[src/rtl/fft_addr_seq.sv]
// fft_addr_seq: butterfly address sequencer for an in-place radix-2 FFT.
// Walks every stage/butterfly of a 2^L-point transform in DIT or DIF order,
// emitting data addresses, twiddle index and group-jump flag per beat.
module fft_addr_seq #(
  parameter int unsigned ADDR_WIDTH = 13,
  parameter int unsigned STAGE_GAP  = 4
) (
  input  logic                            clk,
  input  logic                            rst_n,
  input  logic                            start,
  input  logic [$clog2(ADDR_WIDTH+1)-1:0] log2_n,
  input  logic                            dif,
  input  logic                            ready,
  output logic                            valid,
  output logic [ADDR_WIDTH-1:0]           addr_a,
  output logic [ADDR_WIDTH-1:0]           addr_b,
  output logic [ADDR_WIDTH-2:0]           tw_addr,
  output logic [$clog2(ADDR_WIDTH)-1:0]   stage,
  output logic                            jump,
  output logic                            last_stage_beat,
  output logic                            last,
  output logic                            busy,
  output logic                            done
);

  localparam int unsigned AW = ADDR_WIDTH;
  localparam int unsigned LW = $clog2(ADDR_WIDTH + 1);
  localparam int unsigned SW = $clog2(ADDR_WIDTH);
  localparam int unsigned KW = ADDR_WIDTH - 1;
  localparam int unsigned TW = ADDR_WIDTH - 1;
  localparam int unsigned GW = (STAGE_GAP > 1) ? $clog2(STAGE_GAP) : 1;

  typedef enum logic [1:0] {IDLE, RUN, GAP, DONE} state_t;

  state_t        state_q, state_d;
  logic [KW-1:0] k_q, k_d;
  logic [SW-1:0] s_q, s_d;
  logic [LW-1:0] l_q, l_d, l_in;
  logic          dif_q, dif_d;
  logic [GW-1:0] gap_q, gap_d;

  logic [SW-1:0] p;
  logic [AW-1:0] kx, mask, low, a_c, b_c;
  logic [TW-1:0] tw_c;
  logic [KW-1:0] half_m1;
  logic          lsb_c, last_c, run_c;

  logic          valid_d, jump_d, lsb_d, last_d, busy_d, done_d;
  logic [AW-1:0] addr_a_d, addr_b_d;
  logic [TW-1:0] tw_d;
  logic [SW-1:0] stage_d;

  // Requested size clamped into 1..ADDR_WIDTH
  assign l_in = (log2_n == '0) ? LW'(1) :
                (log2_n > LW'(ADDR_WIDTH)) ? LW'(ADDR_WIDTH) : log2_n;

  // State register
  always_ff @(posedge clk) begin
    if (!rst_n) state_q <= IDLE;
    else        state_q <= state_d;
  end

  // Next state plus butterfly/stage/gap counters
  always_comb begin
    state_d = state_q;
    k_d     = k_q;
    s_d     = s_q;
    l_d     = l_q;
    dif_d   = dif_q;
    gap_d   = gap_q;
    case (state_q)
      IDLE: begin
        if (start) begin
          state_d = RUN;
          k_d     = '0;
          s_d     = '0;
          l_d     = l_in;
          dif_d   = dif;
        end
      end
      RUN: begin
        if (ready) begin
          if (last) begin
            state_d = DONE;
          end else if (last_stage_beat) begin
            k_d = '0;
            s_d = s_q + SW'(1);
            if (STAGE_GAP > 0) begin
              state_d = GAP;
              gap_d   = GW'(STAGE_GAP - 1);
            end
          end else begin
            k_d = k_q + KW'(1);
          end
        end
      end
      GAP: begin
        if (gap_q == '0) state_d = RUN;
        else             gap_d   = gap_q - GW'(1);
      end
      DONE:    state_d = IDLE;
      default: state_d = IDLE;
    endcase
  end

  // Counter registers
  always_ff @(posedge clk) begin
    if (!rst_n) begin
      k_q   <= '0;
      s_q   <= '0;
      l_q   <= '0;
      dif_q <= 1'b0;
      gap_q <= '0;
    end else begin
      k_q   <= k_d;
      s_q   <= s_d;
      l_q   <= l_d;
      dif_q <= dif_d;
      gap_q <= gap_d;
    end
  end

  // Beat fields for the upcoming cycle, derived from next k/s/L
  always_comb begin
    p       = dif_d ? (SW'(l_d) - SW'(1) - s_d) : s_d;
    kx      = AW'(k_d);
    mask    = (AW'(1) << p) - AW'(1);
    low     = kx & mask;
    a_c     = ((kx & ~mask) << 1) | low;
    b_c     = a_c | (AW'(1) << p);
    tw_c    = TW'(low << (SW'(ADDR_WIDTH - 1) - p));
    half_m1 = (KW'(1) << (l_d - LW'(1))) - KW'(1);
    lsb_c   = (k_d == half_m1);
    last_c  = lsb_c && (s_d == (SW'(l_d) - SW'(1)));
    run_c   = (state_d == RUN);

    valid_d  = run_c;
    busy_d   = run_c || (state_d == GAP);
    done_d   = (state_d == DONE);
    addr_a_d = run_c ? a_c : '0;
    addr_b_d = run_c ? b_c : '0;
    tw_d     = run_c ? tw_c : '0;
    stage_d  = run_c ? s_d : '0;
    jump_d   = run_c && (k_d != '0) && (low == '0);
    lsb_d    = run_c && lsb_c;
    last_d   = run_c && last_c;
  end

  // Output registers
  always_ff @(posedge clk) begin
    if (!rst_n) begin
      valid           <= 1'b0;
      addr_a          <= '0;
      addr_b          <= '0;
      tw_addr         <= '0;
      stage           <= '0;
      jump            <= 1'b0;
      last_stage_beat <= 1'b0;
      last            <= 1'b0;
      busy            <= 1'b0;
      done            <= 1'b0;
    end else begin
      valid           <= valid_d;
      addr_a          <= addr_a_d;
      addr_b          <= addr_b_d;
      tw_addr         <= tw_d;
      stage           <= stage_d;
      jump            <= jump_d;
      last_stage_beat <= lsb_d;
      last            <= last_d;
      busy            <= busy_d;
      done            <= done_d;
    end
  end

endmodule

[config.mk]
export PLATFORM = sky130hd
export DESIGN_NAME = fft_addr_seq
export DESIGN_NICKNAME = d
export VERILOG_FILES = /design/src/rtl/fft_addr_seq.sv
export SDC_FILE = /design/constraint.sdc
export NUM_CORES = 1
export LEC_CHECK = 0
export ABC_AREA = 1
export ABC_CLOCK_PERIOD_IN_PS = 8210
export CORE_UTILIZATION = 45
export DETAILED_ROUTE_END_ITERATION = 10
export PLACE_DENSITY = 0.76
export RECOVER_POWER = 25
export SYNTH_ARGS = -nofsm -noshare
export SYNTH_HDL_FRONTEND = slang
export SYNTH_SLANG_ARGS = --single-unit
[constraint.sdc]
create_clock -name clk -period 8.21 [get_ports clk]
set_input_delay 1.2315 -clock clk [delete_from_list [all_inputs] [get_ports clk]]
set_output_delay 1.2315 -clock clk [all_outputs]
set_load 0.02 [all_outputs]
-- Yosys cells after proc, flatten, opt, wreduce, memory -nomap -nowiden
Cells that the tools add are included.
- output and inout port bits: 48
- word-level logic and storage cells: 87
- bits in registers: 73
- input port bits: 9
- shift operators: 3
- bitwise operators: 5
- reduce and logical (&&, ||, !) cells: 14
- multiplexer cells: 28
- add/sub/neg operators: 8
- equal/unequal tests: 12
- magnitude comparators: 1
- operators with widths (kind ; count):
    12-bit two-way mux ; 4
    4-bit two-way mux ; 9
    13-bit bitwise OR ; 2
    12-bit one-hot mux with 2 select lines ; 1
    2-bit two-way mux ; 9
    12-bit by 13-bit bitwise AND with 13-bit output ; 1
    13-bit logical NOT ; 1
    1-bit by 4-bit left shift with 13-bit output, first input constant ; 1
    13-bit by 4-bit left shift with 12-bit output ; 1
    13-bit by 2-bit subtractor with 13-bit output, second input constant ; 1
    12-bit by 1-bit adder with 12-bit output, second input constant ; 1
    12-bit bitwise AND ; 1
    12-bit equality test ; 1
    12-bit NOT ; 1
    12-bit nonzero test ; 1
    1-bit by 4-bit left shift with 12-bit output, first input constant ; 1
    12-bit by 2-bit subtractor with 12-bit output, second input constant ; 1
    2-bit equality test, second input constant ; 4
    2-bit != test, second input constant ; 4
    2-bit one-hot mux with 4 select lines ; 1
    4-bit one-hot mux with 2 select lines ; 1
    1-bit logical AND ; 5
    5-bit AND reduction ; 1
    4-bit by 1-bit adder with 4-bit output, second input constant ; 1
    14 further kinds ; 17

-- Depth between registers and ports, before layout
- word-level depth: 14
- depth in mapped cells: 31
- mapped depth without buffers: 30

-- Worst setup path before layout
OpenSTA, ideal clock, no wires.
- kind: input port to flip-flop
- from: input ready
- to: register tw_addr[10]
- required time: 8.154 ns
- setup slack: 3.555 ns
- data arrival time: 4.599 ns
- cell stages on the path: 22
- setup time: 0.056 ns
- path buffers: 0
- cell sequence: inv_2 -> nor2_1 -> nand2_1 -> nor2_4 -> inv_1 -> o21ai_0 -> fa_1 -> o21ai_0 -> ha_1 -> ha_1 -> nand2_2 -> ha_1 -> or2_1 -> nand2_1 -> nand2_2 -> o21ai_2 -> nand2_1 -> o21ai_2 -> nand2_2 -> a21oi_1 -> nand2_1 -> inv_1
- word-level cells in the longest chain between the ends: 8
- elaborated cells on any way between the ends: 15
- those cells by class: add/sub (3); eq/ne (1); shift (2); mux (7); bitwise (1); reduce/logical (1)
- RTL lines (item ; line ; RTL):
    start, declared ; 13 ; input logic ready,
    4-bit two-way mux ; 82 ; if (ready) begin
    4-bit one-hot mux with 2 select lines ; 71 ; case (state_q)
    4-bit subtractor ; 125 ; p = dif_d ? (SW'(l_d) - SW'(1) - s_d) : s_d;
    4-bit two-way mux ; 125 ;
    1-bit by 4-bit left shift with 13-bit output ; 127 ; mask = (AW'(1) << p) - AW'(1);
    13-bit by 2-bit subtractor with 13-bit output ; 127 ;
    12-bit by 13-bit bitwise AND with 13-bit output ; 128 ; low = kx & mask;
    13-bit by 4-bit left shift with 12-bit output ; 131 ; tw_c = TW'(low << (SW'(ADDR_WIDTH - 1) - p));
    end signal, assigned ; 166 ; tw_addr <= tw_d;
    end, declared ; 17 ; output logic [ADDR_WIDTH-2:0] tw_addr,
Several ways; a longest one is shown, not always the timed one.
A chain may end at the register's enable or synchronous reset.

-- Worst setup path in the final report
- from: input ready
- to: register tw_addr[11]
The elaborated chain is that of the path after synthesis.

==> impl_metrics.json <==
{
  "post-cts-setup-buffers": 0,
  "synth.distinct_cells": 47,
  "power_mw": 1.07,
  "clk_path_buf_depth": 2,
  "pre_cts_slack_ps": 2310,
  "power_frac_seq": 0.347,
  "insertion_delay_ps": 360,
  "route.detailed.drc": 0,
  "worst-setup-path-type": "primary input to flop",
  "drt_wl_total_um": 12100,
  "period_share": 0.714,
  "nFillCells": 935,
  "grt_antenna_before_repair": 0,
  "layout.cells.non_filler": 879,
  "p_comb_frac": 0.347,
  "drt_iter0_markers": 329,
  "max_cap_viol_count": 0,
  "finClkSkew_ps": 8.69,
  "maxSlewViolCount": 0,
  "boundaryPins": 57,
  "grt_max_degree": 33,
  "clock_sinks": 73,
  "syn_nets": 720,
  "synth_edf_count": 0,
  "h-tree-depth": 3,
  "wire_per_inst_um": 13.7,
  "power.internal_uw": 682,
  "min_from": "gap_q[0]",
  "path_clk_slew_ps": 70,
  "ys_seq_elements": 73,
  "hold_violations": 0,
  "async_flop_share": 0,
  "hold_class": "flop to flop",
  "synthCells": 688,
  "rows": 36,
  "power_switching_uw": 383,
  "worst_slack_ps": 2350,
  "initial_core_util": 0.469,
  "power.density_mw_per_mm2": 194,
  "fin_crit_ps": 5860,
  "fmax_mhz": 171,
  "io_buffers": 56,
  "vias": 4561,
  "ant_nets": 0,
  "viasPerCell": 5.19,
  "critPathRequiredTime_ps": 8500,
  "synth_ff_type": "dfxtp_1",
  "layout-drive-gt1-share": 0.106,
  "setup_tns_ps": 0,
  "p_leak_nw": 2.62,
  "reg2regPathDepth": 21,
  "die_y_um": 103,
  "globalplace.congestion": 0.951,
  "r2r-start": "state_q[0]",
  "dieWidth_um": 103,
  "stdcell_area_mm2": 0.00550,
  "status": "completed",
  "r2r-end": "tw_addr[11]",
  "reg2reg_setup_slack_ps": 3460,
  "cp-start-kind": "primary input",
  "vdd_drop_max_mv": 0.0924,
  "diodes": 0,
  "rsz0062_at_grt": "no",
  "cts_made_buffers": 9,
  "final_cell_mix": "nand2_1, inv_1, nor2_1, dfxtp_1, nand3_1",
  "dieArea_mm2": 0.0107,
  "dp_cells": 864,
  "power_frac_clock": 0.305,
  "setup_viol": 0,
  "worst_pin_slew_ps": 810,
  "worstPathArrival_ps": 6150,
  "min_to": "gap_q[0]",
  "track_usage": 0.245,
  "yosys_warnings": 0,
  "dp_hpwl_um": 9220,
  "cts_tree": "yes",
  "mostFrequentLayoutCell": "nand2_1",
  "syn_to_final_growth_pct": 18.9,
  "maxSlewHeadroom": 0.459,
  "coreArea_mm2": 0.00986,
  "hold_ws_ps": 469,
  "syn_avg_cell_area_um2": 6.73,
  "overflow": 0,
  "endpoint_kind": "flop",
  "p_sw_frac": 0.360,
  "crit_fanout": 7,
  "yosysSeqAreaShare": 0.316,
  "grt_pass1_vias": 4181,
  "hold_buffers": 0,
  "drt_first_pass_iters": 6,
  "whs_path_depth": 1,
  "cts-root-buf": "clkbuf_8",
  "synth_area_mm2": 0.00463,
  "placed_cell_area_mm2": 0.00529,
  "grt_pass1_wl_um": 20100,
  "fin_nets": 774,
  "post_cts_resized": 0,
  "final_util": 0.558
}
cell usage after synthesis, types with 9 or more instances:
| cell type | count | area, um2 |
|---|---|---|
| a21oi_1 | 24 | 120 |
| dfxtp_1 | 73 | 1460 |
| ha_1 | 22 | 275 |
| inv_1 | 100 | 375 |
| inv_2 | 9 | 33.8 |
| nand2_1 | 142 | 533 |
| nand2_2 | 20 | 125 |
| nand3_1 | 55 | 275 |
| nand4_1 | 11 | 68.8 |
| nor2_1 | 93 | 349 |
| nor3_1 | 9 | 45.0 |
| o21ai_0 | 25 | 125 |
| o21ai_1 | 10 | 50.1 |
| xor2_1 | 11 | 96.3 |
how the worst max path moves through the flow:
stage          start     endpoint  slack, ps  depth (start not counted)
3_3_place_gp   start   tw_addr[9]       2490                         23
4_1_cts        start  tw_addr[11]       2660                         24
6_report       ready  tw_addr[11]       2350                         24
5_1_grt        ready   tw_addr[9]       1790                         25
2_1_floorplan  ready  tw_addr[10]       3560                         22
3_5_place_dp   ready  tw_addr[11]       2310                         23
power by group through the flow:
stage	clock [mW]	sequential [mW]	combinational (mW)
3_3_place_gp	0	0.378	0.359
6_report	0.325	0.370	0.370
2_1_floorplan	0	0.390	0.274
3_5_place_dp	0	0.379	0.364
4_1_cts	0.333	0.370	0.366
5_1_grt	0.346	0.371	0.415
flip-flops by register name, indices dropped and copies added (netlist names), 2 cells and up:
register  flops
k_q          12
gap_q         2
s_q           4
stage         4
l_q           4
tw_addr      12
addr_a       13
addr_b       13
state_q       2
worst max-delay path, stage by stage:
cell	delay, ps
dlygate4sd3_1	590
inv_2	50
nor2_1	130
nand2_1	90
nor2_1	300
inv_1	160
o21ai_0	560
fa_1	530
o21ai_0	480
ha_1	250
inv_1	80
nor2_1	270
nand2_1	130
ha_1	230
or2_1	230
nand2_1	110
nand2_2	90
clkinv_1	100
nand2_1	70
nand3_1	110
nand3_1	110
nand2_1	90
nand2_1	60
a21oi_2	100
area by class of cell:
cell class,instances,area (um2),area share
clock buffer,13,169,0.0307
clock inverter,2,60.1,0.0109
inverter,111,417,0.0757
multi-input combinational,490,2660,0.484
sequential,73,1460,0.266
tap,133,166,0.0302
timing repair buffer,57,568,0.103
layer usage:
layer  GRT usage  wire length, um  part of all wire  up-vias
met1       0.325             5600              0.46     2096
met5           0                0                 0        -
met2       0.389             5430              0.45      152
li1            -                -                 -     2287
met4       0.102              276             0.023        0
met3      0.0484              746             0.062       26
logic make-up (layout without fill, tap and decap cells):
group                    count (synthesis)  after routing  synth area share
XOR/XNOR                                18             18            0.0357
buffers and inverters                  125            183             0.107
AO/OA/AOI/OAI                           86             86             0.114
flip-flops                              73             73             0.316
adder cells (fa/ha/maj)                 23             23            0.0638
AND/OR/NAND/NOR                        363            363             0.364
No activity file was read; power rests on OpenSTA's default activity.
==> edit 1, RTL diff (same settings) <==
The parameter `ADDR_WIDTH` goes from 13 to 14.
--- a/src/rtl/fft_addr_seq.sv
+++ b/src/rtl/fft_addr_seq.sv
@@ -3,5 +3,5 @@
 // emitting data addresses, twiddle index and group-jump flag per beat.
 module fft_addr_seq #(
-  parameter int unsigned ADDR_WIDTH = 13,
+  parameter int unsigned ADDR_WIDTH = 14,
   parameter int unsigned STAGE_GAP  = 4
 ) (
Ports: changed (resized addr_a, addr_b and tw_addr); port bits go from 57 to 60. The function was not compared with the original's and may differ.
==> edit 1 against the original RTL <==
  * Sequential share of layout area is 0.76 points higher
  * Critical path depth rose by 1
  * Worst setup slack improved by 0.11 ns
  * Routed wire length increased by 9.5%
  * Power down 4.5%
  * Core utilization down 0.88 points
  * Area after synthesis grew 2.8%
  * Sequential cell count grew 4
  * Largest power group unchanged
  * Design area grew 2.5%
==> edit 1: results (changes against the original RTL) <==
metric,value,unit,change
ys_types,47,,unchanged
synth_area_leaders,"dfxtp_1 32%, nand2_1 12%, nand3_1 7.6%",,"was dfxtp_1 32%, nand2_1 12%, inv_1 8.1%"
wire_per_inst,14.7,um,was 13.7 um
post-dp-hpwl,10300,um,was 9220 um
grt_max_degree,34,,was 33
critPathMaxFanout,19,,was 7
crit_slowest_cell,dlygate4sd3_1,,unchanged
port-buffer-count,59,,was 56
synthArstFlopShare,0,%,unchanged
cpPeakStageDelay,0.66,ns,was 0.59 ns
clock_skew,0.0126,ns,was 0.00869 ns
hp-start,gap_q[0],,unchanged
synth.avg_cell_area,6.82,um^2,was 6.73 um^2
root_buffer,clkbuf_8,,unchanged
drtIter0Drc,367,,was 329
ir_drop,0.0000857,V,was 0.0000924 V
grt.total_usage,25.4,%,was 24.5%
power_leakage,2.64,nW,was 2.62 nW
gp_congestion,0.959,,was 0.951
clk_path_buf_depth,2,,unchanged
dp_slack,2.24,ns,was 2.31 ns
drcViolationCount,0,,unchanged
worst_path_dominant_cell_family,simple AND/OR/NAND/NOR gates,,unchanged
grt_pass1_vias,4516,,"was 4,181"
status,"complete, no violations",,unchanged
dp.cells,879,,was 864
htree_levels,3,,unchanged
synth_nets,724,,was 720
drive_gt1_share,10.9,%,was 10.6%
worstSetupStartpoint,ready,,unchanged
grt_pass1_wl,22100,um,"was 20,100 um"
n_antenna_cell,0,,unchanged
ys_top_cells_by_count,"151 x nand2_1, 90 x inv_1, 83 x nor2_1",,"was 142 x nand2_1, 100 x inv_1, 93 x nor2_1"
ys_warn_count,0,,unchanged
clk-insertion-delay-late,0.36,ns,about the same
vias_per_cell,5.28,,was 5.19
cts.repair.resized,0,,unchanged
synth_top_flop_cell,dfxtp_1,,unchanged
antenna_found_initial,0,,unchanged
cp.arrival,6.06,ns,was 6.15 ns
postCtsSetupRepairBufs,0,,unchanged
cts_made_buffers,9,,unchanged
r2r-start,state_q[0],,unchanged
largestRegisters,"addr_a x14, addr_b x14",,"was addr_a x13, addr_b x13"
nets,780,,was 774
clk_pin_slew,0.08,ns,
dr.pass1.iters,6,,unchanged
p_int,0.000642,W,was 0.000682 W
relSlewSlack,29.4,%,was 45.9%
vias,4730,,"was 4,561"
seq_area_frac_synth,32.4,%,was 31.6%
hold_path_class,flop to flop,,unchanged
post_dp_cell_area,0.00545,mm^2,was 0.00529 mm^2
==> edit 1: final timing paths <==
check | end | slack, ns | cells past startpoint
setup reg to reg | tw_addr[12] | 3.49 | 32
hold reg to reg | gap_q[0] | 0.56 | 3
setup / recovery | tw_addr[12] | 2.46 | 25
hold / removal | gap_q[0] | 0.56 | 3
==> edit 1: tightest hold or removal path, stage by stage, from the launching register on <==
cell and delay (ns):
dfxtp_1 0.31, inv_1 0.09, o211ai_1 0.10, inv_1 0.05
==> edit 1: routing by layer <==
| metal | global-route usage, % | vias up | part of all wire [%] |
|---|---|---|---|
| met1 | 34.7 | 2157 | 45 |
| met5 | 0 | - | 0 |
| li1 | - | 2335 | - |
| met2 | 39.2 | 200 | 44 |
| met3 | 4.30 | 38 | 7.4 |
| met4 | 11.1 | 0 | 3.1 |
==> edit 1: final cells by class <==
class	instances	area (um^2)
Fill cell	1029	4630
Tap cell	136	170
Clock inverter	5	60.1
Multi-Input combinational cell	497	2720
Clock buffer	11	141
Inverter	109	414
Sequential cell	77	1540
Timing Repair Buffer	60	598
==> edit 1: power groups by stage <==
stage | registers [W] | clock network (W) | logic, W
2_1_floorplan | 0.000405 | 0 | 0.000259
3_3_place_gp | 0.000395 | 0 | 0.000337
3_5_place_dp | 0.000395 | 0 | 0.000339
4_1_cts | 0.000387 | 0.000295 | 0.000341
5_1_grt | 0.000387 | 0.000314 | 0.000383
6_report | 0.000386 | 0.000288 | 0.000343
==> edit 1: cells by family after synthesis <==
group | Yosys count | synth area share [%]
flip-flops | 77 | 32.4
AND/OR/NAND/NOR | 376 | 37.2
AO/OA/AOI/OAI | 79 | 10.6
buffers and inverters | 124 | 10.4
XOR/XNOR | 25 | 4.76
adder cells (fa/ha/maj) | 17 | 4.63
==> edit 2, RTL diff (config.mk and constraints unchanged) <==
Without the edit above. `addr_a` no longer has a reset.
--- a/src/rtl/fft_addr_seq.sv
+++ b/src/rtl/fft_addr_seq.sv
@@ -151,5 +151,4 @@
     if (!rst_n) begin
       valid           <= 1'b0;
-      addr_a          <= '0;
       addr_b          <= '0;
       tw_addr         <= '0;
@@ -162,5 +161,4 @@
     end else begin
       valid           <= valid_d;
-      addr_a          <= addr_a_d;
       addr_b          <= addr_b_d;
       tw_addr         <= tw_d;
@@ -174,4 +172,8 @@
   end
 
+  always_ff @(posedge clk) begin
+    addr_a <= addr_a_d;
+  end
+
 endmodule
 
Behaviour: differs if rst_n is asserted again (counterexample within 4 cycles, from zero or initial values and one cycle with rst_n low); with rst_n held inactive, the same outputs for 4 cycles.
==> edit 2 against the original RTL <==
  * Area after synthesis down 0.30%
  * Design area is 0.34% lower
  * Die area down 0.30%
  * Worst setup slack better by 0.011 ns
  * Critical path depth did not move
  * Non-clock buffer count shrank 1
  * Sequential cell count unchanged
  * Hold slack better by 0.0088 ns
  * Cell count grew 0.91%
  * Routed wire length rose by 0.56%
  * Core utilization decreased by 0.19 points
  * Power decreased by 3.7%
  * Maximum frequency grew 0.18%
  * Critical endpoint is now tw_addr[8]
  * Highest routed layer unchanged
==> edit 2: results (changes against the original RTL) <==
metric,value,unit,change
status,"complete, no violations",,unchanged
r2r-start,last,,was state_q[0]
reg2reg_depth,22,,was 21
vias,4490,,"was 4,561"
ys_top_cells_by_count,"155 x nand2_1, 107 x inv_1, 90 x nor2_1",,"was 142 x nand2_1, 100 x inv_1, 93 x nor2_1"
drtIter0Drc,258,,was 329
grtUsageMet1,34.2,%,was 32.5%
p_sw_share,37.6,%,was 36.0%
clk-power,0.000301,W,was 0.000325 W
clk_path_buf_depth,2,,unchanged
postCtsSetupRepairBufs,0,,unchanged
grt_max_degree,25,,was 33
dr.pass1.iters,5,,was 6
nFillCells,967,,was 935
ys_types,44,,was 47
grt_pass1_vias,4102,,"was 4,181"
ir_drop,0.0000979,V,was 0.0000924 V
crit_end,tw_addr[8],,was tw_addr[11]
critPathMaxFanout,6,,was 7
grt.total_usage,24.6,%,was 24.5%
post-dp-hpwl,9530,um,was 9220 um
synth_top_flop_cell,dfxtp_1,,unchanged
fin_crit,5.85,ns,was 5.86 ns
seq_area_frac_synth,31.7,%,was 31.6%
rr_endpoint,tw_addr[8],,was tw_addr[11]
met3_usage,4.57,%,was 4.84%
worstMarginPinSlew,0.974,ns,was 0.810 ns
dp_slack,2.48,ns,was 2.31 ns
gp_congestion,0.980,,was 0.951
gr-usage-met2,37.3,%,was 38.9%
nets,781,,was 774
synth_nets,724,,was 720
drive_gt1_share,10.3,%,was 10.6%
ff2ff_setup_slack,3.59,ns,was 3.46 ns
drt-total-wl,12100,um,about the same
clock_skew,0.0133,ns,was 0.00869 ns
power_leakage,2.71,nW,was 2.62 nW
## edit 2: cells by family (layout without fill, tap and decap cells)
logic type / Yosys count / count (layout) / share of synthesized area [%]
buf+inv: 130 / 192 / 11.0
fa+ha+maj: 23 / 23 / 6.40
xor+xnor: 18 / 18 / 3.58
flops: 73 / 73 / 31.7
simple gates: 371 / 371 / 36.8
compound gates: 77 / 77 / 10.6
## edit 2: final cells by class
type	instances	share of cell area (%)
Clock buffer	11	2.76
Timing Repair Buffer	56	10.2
Clock inverter	5	1.14
Inverter	120	8.21
Multi-Input combinational cell	489	48.0
Sequential cell	73	26.6
Tap cell	133	3.03
## edit 2: per-layer routing
metal  routed length (um)  vias to the layer above
met1                 5940                     2024
met3                  649                       30
li1                     -                     2291
met4                  342                        0
met5                    0                        -
met2                 5190                      145
## edit 2: metrics by stage
step / power, W / util, % / instance area [um^2] / cells / hold slack, ns
2_1_floorplan: 0.000652 / - / 4620 / 692 / 0.431
3_3_place_gp: 0.000724 / 53.6 / 5290 / 871 / 0.443
3_5_place_dp: 0.000729 / 53.6 / 5290 / 871 / 0.463
4_1_cts: 0.00103 / 55.8 / 5500 / 887 / 0.478
5_1_grt: 0.00109 / 55.6 / 5490 / 887 / 0.492
6_report: 0.00103 / 55.6 / 5490 / 887 / 0.478
## edit 2: critical path, cell delays in order
cell           delay, ns
dlygate4sd3_1       0.63
inv_1               0.08
nor2_1              0.20
nand2_2             0.09
nor2_1              0.33
inv_1               0.18
o21ai_1             0.49
fa_1                0.50
o21ai_0             0.52
ha_1                0.27
ha_1                0.26
nand2_1             0.15
ha_1                0.25
nand2_2             0.10
inv_2               0.05
nand2_2             0.09
nand2_1             0.07
nand2_1             0.09
nand2_2             0.08
nand2_1             0.09
nand2_1             0.06
nand2_1             0.05
o211ai_1            0.12
a21oi_2             0.16
